File: src/rtl/msg_defs_pkg.sv
// Shared message definitions: IDs, word layout and status-word builder.
package msg_defs;

  localparam int MSG_W  = 32;
  localparam int ID_W   = 4;
  localparam int DATA_W = 28;

  typedef enum logic [ID_W-1:0] {
    ID_Nop      = 4'd0,
    ID_Ack      = 4'd1,
    ID_Pll      = 4'd2,
    ID_ADC      = 4'd3,
    ID_Ldo      = 4'd4,
    ID_Temp     = 4'd5,
    ID_Volt     = 4'd6,
    ID_Curr     = 4'd7,
    ID_Cfg      = 4'd8,
    ID_Err      = 4'd9,
    ID_Rsv10    = 4'd10,
    ID_Rsv11    = 4'd11,
    ID_Rsv12    = 4'd12,
    ID_Rsv13    = 4'd13,
    ID_Rsv14    = 4'd14,
    ID_PowerOff = 4'd15
  } msg_id_e;

  localparam logic [3:0] STATUS_FLAG = 4'h8;

  function automatic logic [MSG_W-1:0] status_word(input logic [4:0] occ);
    return {ID_Nop, STATUS_FLAG, 19'b0, occ};
  endfunction

endpackage

File: src/rtl/msg_fifo.sv
// Synchronous word FIFO with head output, full/empty flags and occupancy count.
module msg_fifo #(
  parameter int DEPTH = 8,
  parameter int W     = 32
) (
  input  logic                     clk,
  input  logic                     rst_n,
  input  logic                     push,
  input  logic [W-1:0]             wdata,
  input  logic                     pop,
  output logic [W-1:0]             head,
  output logic                     full,
  output logic                     empty,
  output logic [$clog2(DEPTH):0]   count
);
  localparam int AW = $clog2(DEPTH);
  localparam int CW = AW + 1;

  logic [W-1:0]  mem [DEPTH];
  logic [AW-1:0] wr_ptr, rd_ptr;
  logic          do_push, do_pop;

  assign empty   = (count == '0);
  assign full    = (count == CW'(DEPTH));
  assign do_pop  = pop && !empty;
  assign do_push = push && (!full || do_pop);
  assign head    = mem[rd_ptr];

  always_ff @(posedge clk) begin
    if (do_push) mem[wr_ptr] <= wdata;
  end

  // DEPTH is a power of two, so natural pointer overflow is the modulo wrap
  always_ff @(posedge clk or negedge rst_n) begin
    if (!rst_n) begin
      wr_ptr <= '0;
      rd_ptr <= '0;
      count  <= '0;
    end else begin
      if (do_push) wr_ptr <= wr_ptr + AW'(1);
      if (do_pop)  rd_ptr <= rd_ptr + AW'(1);
      case ({do_push, do_pop})
        2'b10:   count <= count + CW'(1);
        2'b01:   count <= count - CW'(1);
        default: count <= count;
      endcase
    end
  end

endmodule

File: src/rtl/msg_tx_arbiter.sv
// Arbitrates N message sources plus host status words into one TX FIFO.
// Define MSG_ARB_RR_EN for round-robin; default build is fixed priority.
module msg_tx_arbiter
  import msg_defs::*;
#(
  parameter int N_SRC      = 6,
  parameter int FIFO_DEPTH = 8
) (
  input  logic                    clk,
  input  logic                    rst_n,
  input  logic [N_SRC-1:0]        src_valid,
  input  logic [ID_W*N_SRC-1:0]   src_id,
  input  logic [DATA_W*N_SRC-1:0] src_data,
  output logic [N_SRC-1:0]        src_ready,
  input  logic                    cnt_req,
  output logic [MSG_W-1:0]        tx_word,
  output logic                    tx_valid,
  input  logic                    tx_take,
  output logic                    irq
);
  localparam int CW    = $clog2(FIFO_DEPTH) + 1;
  localparam int PTR_W = (N_SRC > 1) ? $clog2(N_SRC) : 1;

  logic             cnt_s1, cnt_s2, cnt_prev, cnt_edge;
  logic [1:0]       blank_cnt;
  logic             status_pend, status_push;
  logic             fifo_full, fifo_empty, fifo_pop, fifo_push;
  logic [CW-1:0]    fifo_count;
  logic [MSG_W-1:0] fifo_head, fifo_wdata;
  logic             src_space, found, src_push;
  logic [PTR_W-1:0] grant_idx;
  logic [N_SRC-1:0] grant;

  // blank_cnt masks the edge produced when a high cnt_req level flushes
  // through the freshly reset sync chain
  always_ff @(posedge clk or negedge rst_n) begin
    if (!rst_n) begin
      cnt_s1    <= 1'b0;
      cnt_s2    <= 1'b0;
      cnt_prev  <= 1'b0;
      blank_cnt <= 2'd3;
    end else begin
      cnt_s1   <= cnt_req;
      cnt_s2   <= cnt_s1;
      cnt_prev <= cnt_s2;
      if (blank_cnt != 2'd0) blank_cnt <= blank_cnt - 2'd1;
    end
  end

  assign cnt_edge = (cnt_s2 ^ cnt_prev) && (blank_cnt == 2'd0);

  always_ff @(posedge clk or negedge rst_n) begin
    if (!rst_n) status_pend <= 1'b0;
    else        status_pend <= cnt_edge || (status_pend && !status_push);
  end

  // Status only enters on real space; while pending it also blocks sources
  assign fifo_pop    = tx_take && !fifo_empty;
  assign status_push = status_pend && !fifo_full;
  assign src_space   = rst_n && !status_pend && (!fifo_full || fifo_pop);

`ifdef MSG_ARB_RR_EN
  logic [PTR_W-1:0] rr_ptr;

  always_ff @(posedge clk or negedge rst_n) begin
    if (!rst_n)        rr_ptr <= '0;
    else if (src_push) rr_ptr <= (grant_idx == PTR_W'(N_SRC - 1)) ? '0 : grant_idx + PTR_W'(1);
  end

  always_comb begin
    found     = 1'b0;
    grant_idx = '0;
    for (int k = 0; k < N_SRC; k++) begin
      if (!found && src_valid[(int'(rr_ptr) + k) % N_SRC]) begin
        found     = 1'b1;
        grant_idx = PTR_W'((int'(rr_ptr) + k) % N_SRC);
      end
    end
  end
`else
  always_comb begin
    found     = 1'b0;
    grant_idx = '0;
    for (int k = 0; k < N_SRC; k++) begin
      if (!found && src_valid[k]) begin
        found     = 1'b1;
        grant_idx = PTR_W'(k);
      end
    end
  end
`endif

  always_comb begin
    grant = '0;
    if (found && src_space) grant[grant_idx] = 1'b1;
  end

  assign src_ready  = grant;
  assign src_push   = |grant;
  assign fifo_push  = status_push || src_push;
  assign fifo_wdata = status_push ? status_word(5'(fifo_count))
                                  : {src_id[grant_idx*ID_W +: ID_W],
                                     src_data[grant_idx*DATA_W +: DATA_W]};

  msg_fifo #(
    .DEPTH (FIFO_DEPTH),
    .W     (MSG_W)
  ) u_fifo (
    .clk   (clk),
    .rst_n (rst_n),
    .push  (fifo_push),
    .wdata (fifo_wdata),
    .pop   (fifo_pop),
    .head  (fifo_head),
    .full  (fifo_full),
    .empty (fifo_empty),
    .count (fifo_count)
  );

  assign tx_valid = !fifo_empty;
  assign tx_word  = fifo_empty ? '0 : fifo_head;

  always_ff @(posedge clk or negedge rst_n) begin
    if (!rst_n) irq <= 1'b0;
    else        irq <= !fifo_empty;
  end

endmodule

File: config.mk
export PLATFORM = sky130hd
export DESIGN_NAME = msg_tx_arbiter
export DESIGN_NICKNAME = d
export VERILOG_FILES = /design/src/rtl/msg_defs_pkg.sv /design/src/rtl/msg_fifo.sv /design/src/rtl/msg_tx_arbiter.sv
export SDC_FILE = /design/constraint.sdc
export NUM_CORES = 1
export LEC_CHECK = 0
export BUFFER_PORTS_ARGS = -buffer_cell sky130_fd_sc_hd__buf_2
export CAP_MARGIN = 20
export CORE_ASPECT_RATIO = 1.25
export CORE_MARGIN = 10
export CORE_UTILIZATION = 33
export DETAILED_ROUTE_END_ITERATION = 7
export PLACE_DENSITY = 0.49
export REMOVE_ABC_BUFFERS = 1
export SLEW_MARGIN = 20
export SYNTH_ARGS = -nofsm -noshare
export SYNTH_HDL_FRONTEND = slang
export SYNTH_SLANG_ARGS = --single-unit
File: constraint.sdc
create_clock -name clk -period 4.5 [get_ports clk]
set_input_delay 0.9 -clock clk [delete_from_list [all_inputs] [get_ports clk]]
set_output_delay 0.9 -clock clk [all_outputs]
set_load 0.1 [all_outputs]
==> impl_metrics.csv <==
group,metric,value,unit
run_status,run_status,"complete, no violations",
synth,yosys_register_bits,273,
sta,rsz0062_at_grt,"no",
sta,hold_viol,0,
power,power_switching,5.18,mW
critical_path,slowest_stage,"dfrtp_4",
layout,finish.utilization,41.0,%
place,gp_congestion,0.769,
clocking,path_clk_slew,0.06,ns
detailed_routing,antenna_left,0,
place,portBuffers,241,
synth,yosys_most_used_dff,"edfxtp_1",
synth,async_flop_share,6.23,%
critical_path,cp_slowest_stage_delay,0.82,ns
power,power_frac_comb,45.7,%
floorplanning,initial_core_util,33.3,%
synth,postSynthCellCount,845,
place,place_ws,0.833,ns
floorplanning,rows,79,
critical_path,reg2reg_depth,10,
clocking,cts.sinks,273,
global_route,grt_pass1_wl,51900,um
layout,nNetsFinal,1295,
synth,ys_top_cells_by_count,"edfxtp_1, nand2_1, nand3_1, mux4_2, nor2_1",
critical_path,worstPathArrival,2.85,ns
power,finalPower,11.6,mW
power,seq_power_share,34.3,%
synth,seq_area_frac_synth,65.5,%
power,clock_power_share,20.0,%
global_route,grt.total_usage,14.4,%
layout,multiInputGateArea,4060,um2
critical_path,rrSetupSlack,1.80,ns
detailed_routing,first_iter_violations,421,
critical_path,crit_fanout,28,
sta,setup_viol,0,
sta,fin_skew,0.00934,ns
clocking,cts-resized-gates,0,
sta,fmax,266,MHz
detailed_routing,viasPerCell,5.00,
critical_path,crit_required,3.60,ns
sta,fin_crit_sh,83.4,%
critical_path,r2r_start,"u_fifo.count[0]",
layout,syn2layout_area_growth,23.0,%
floorplanning,core_area,37200,um2
sta,setup_slack,0.745,ns
floorplanning,pin_count,242,
synth,netlist_top_cells_area,"edfxtp_1, mux4_2, nand3_1, nand2_1, mux2i_1",
layout,antennaDiodeCount,0,
synth,yosysTopAreaCellShare,62.0,%
clocking,clkLatencyLatePin,0.53,ns
synth,netlist_area,12400,um2
global_route,antenna_found_initial,0,
detailed_routing,avgRoutedWirePerCell,21.3,um
clocking,cts_tree,"built",
layout,final-seq-area,8120,um2
floorplanning,die_area,45800,um2
synth,ys_types,44,
critical_path,reg2reg_to,"u_fifo.count[3]",
sta,setup_tns,0,ns
global_route,gr-total-overflow,0,
synth,synth-edff-count,256,
critical_path,cp_num_cells,5,
layout,n_fill_cell,3515,
synth,yosysWarningCount,0,
floorplanning,die_y,237,um
floorplanning,die_x,193,um
detailed_routing,firstDrtPassIters,4,
flow_run,cap_violations,0,
power,p_int,6.42,mW
critical_path,worstSetupEndpointType,"output port",
power,ir_drop,0.738,mV
detailed_routing,vias,7965,
sta,maxSlewViolCount,0,
critical_path,criticalPathCategory,"reg2out",
critical_path,crit_family,"flip-flops",
clocking,numCtsBuffers,28,
synth,synth_area_leader_cell,"edfxtp_1",
sta,fin_crit,3.75,ns
sta,maxSlewHeadroom,34.4,%
clocking,cts_setup_buffers,0,
global_route,grt_max_degree,46,
critical_path,critPathLaunchType,"flop",
sta,tightest_slew,0.984,ns
power,leakage,5.75,nW
clocking,ctsHoldBuffers,0,
clocking,cts-root-buf,"clkbuf_16",
place,dp.final_hpwl,23300,um
power,p_sw_share,44.7,%
clocking,htreeDepth,1,
layout,drive_gt1_share,37.1,%
hold_path,hold_path_class,"in2async",
power,p_per_area,761,nW/um2
critical_path,path_buf_inv,2,
clocking,clock_path_buffers,3,
detailed_routing,drt_wl_total,34000,um
detailed_routing,route.detailed.drc,0,
synth,yosysMostFrequentCell,"edfxtp_1",
synth,synth_area_per_cell,14.7,um2
critical_path,cp_cell_sequence,"buf_4 > mux4_2 > mux2i_1 > nor2_1 > buf_2",
global_route,grt_pass1_vias,8637,
==> state kept, by name, indices dropped and copies added, names as in the netlist <==
signal	count
u_fifo.wr_ptr	3
status_pend	1
cnt_s2	1
blank_cnt	2
u_fifo.count	4
u_fifo.rd_ptr	3
cnt_s1	1
u_fifo.mem	256
irq	1
cnt_prev	1
==> worst register-to-register path: stages (launching register included) <==
cell     delay (ns)
dfrtp_1        0.45
nor3_1         0.33
nand2_1        0.17
o22ai_1        0.40
ha_1           0.30
ha_1           0.24
a21o_1         0.17
a21oi_1        0.17
xnor2_1        0.14
nor2_1         0.06
xor2_1         0.14
==> routing by layer <==
metal  vias up  part of all wire (%)  global-route usage (%)
met2       166                    53                    25.9
met5         -                     0                       0
li1       3745                     -                       -
met1      4025                    42                    17.9
met3        29                   4.2                    2.19
met4         0                   1.4                    3.06
==> cell usage in the layout (no fill, tap or decap), types with 6 or more instances in the layout <==
| cell type | instances |
|---|---|
| nand3_1 | 105 |
| inv_1 | 10 |
| nor3_1 | 6 |
| and3_1 | 28 |
| mux2i_1 | 43 |
| clkinv_1 | 8 |
| nand2_1 | 116 |
| nor2_4 | 6 |
| clkbuf_16 | 29 |
| ha_1 | 6 |
| buf_2 | 241 |
| dfrtp_1 | 12 |
| edfxtp_1 | 256 |
| mux4_2 | 64 |
| a31oi_1 | 29 |
| buf_4 | 27 |
| clkinv_2 | 7 |
| nor2_1 | 38 |
==> how the worst max path moves through the flow <==
stage | startpoint | endpoint | slack, ns
final | u_fifo.rd_ptr[0] | tx_word[7] | 0.75
after CTS | u_fifo.rd_ptr[0] | tx_word[29] | 0.68
after detailed placement | src_valid[0] | src_ready[5] | 0.83
after global placement | src_valid[0] | src_ready[5] | 0.83
after floorplan | src_valid[4] | src_ready[3] | -1.15
after global routing | u_fifo.rd_ptr[0] | tx_word[29] | 0.57
==> through the flow <==
stage                     hold WS, ns  area, um2  cells
after floorplan                 0.331      12100    785
after global placement          0.333      14300   1542
after detailed placement        0.337      14300   1542
after CTS                       0.300      15200   1594
after global routing            0.311      15200   1594
final                           0.305      15200   1594
==> power by group through the flow <==
| stage | combinational [mW] | clock (mW) | sequential (mW) |
|---|---|---|---|
| 2_1_floorplan | 4.03 | 0 | 4.05 |
| 3_3_place_gp | 5.40 | 0 | 4.04 |
| 3_5_place_dp | 5.41 | 0 | 4.05 |
| 4_1_cts | 5.42 | 2.38 | 4.00 |
| 5_1_grt | 5.63 | 2.48 | 4.05 |
| 6_report | 5.30 | 2.32 | 3.97 |
==> kinds of logic (layout without fill, tap and decap cells) <==
kind of cell | after synthesis | count (layout) | synth area share (%)
xor+xnor | 9 | 9 | 0.636
mux | 115 | 115 | 16.0
compound gates | 52 | 52 | 2.96
simple gates | 318 | 318 | 11.7
flops | 273 | 273 | 65.5
fa+ha+maj | 7 | 7 | 0.767
buf+inv | 71 | 334 | 2.48
==> final cells by class <==
class	count	share of cell area, %
flip-flops and latches	273	53.3
multi-input cells	501	26.7
repair buffers	271	9.64
clock buffers	31	4.81
well taps	486	3.99
clock inverters	21	1.31
inverters	11	0.271
Power figures use the tool's default switching activity.
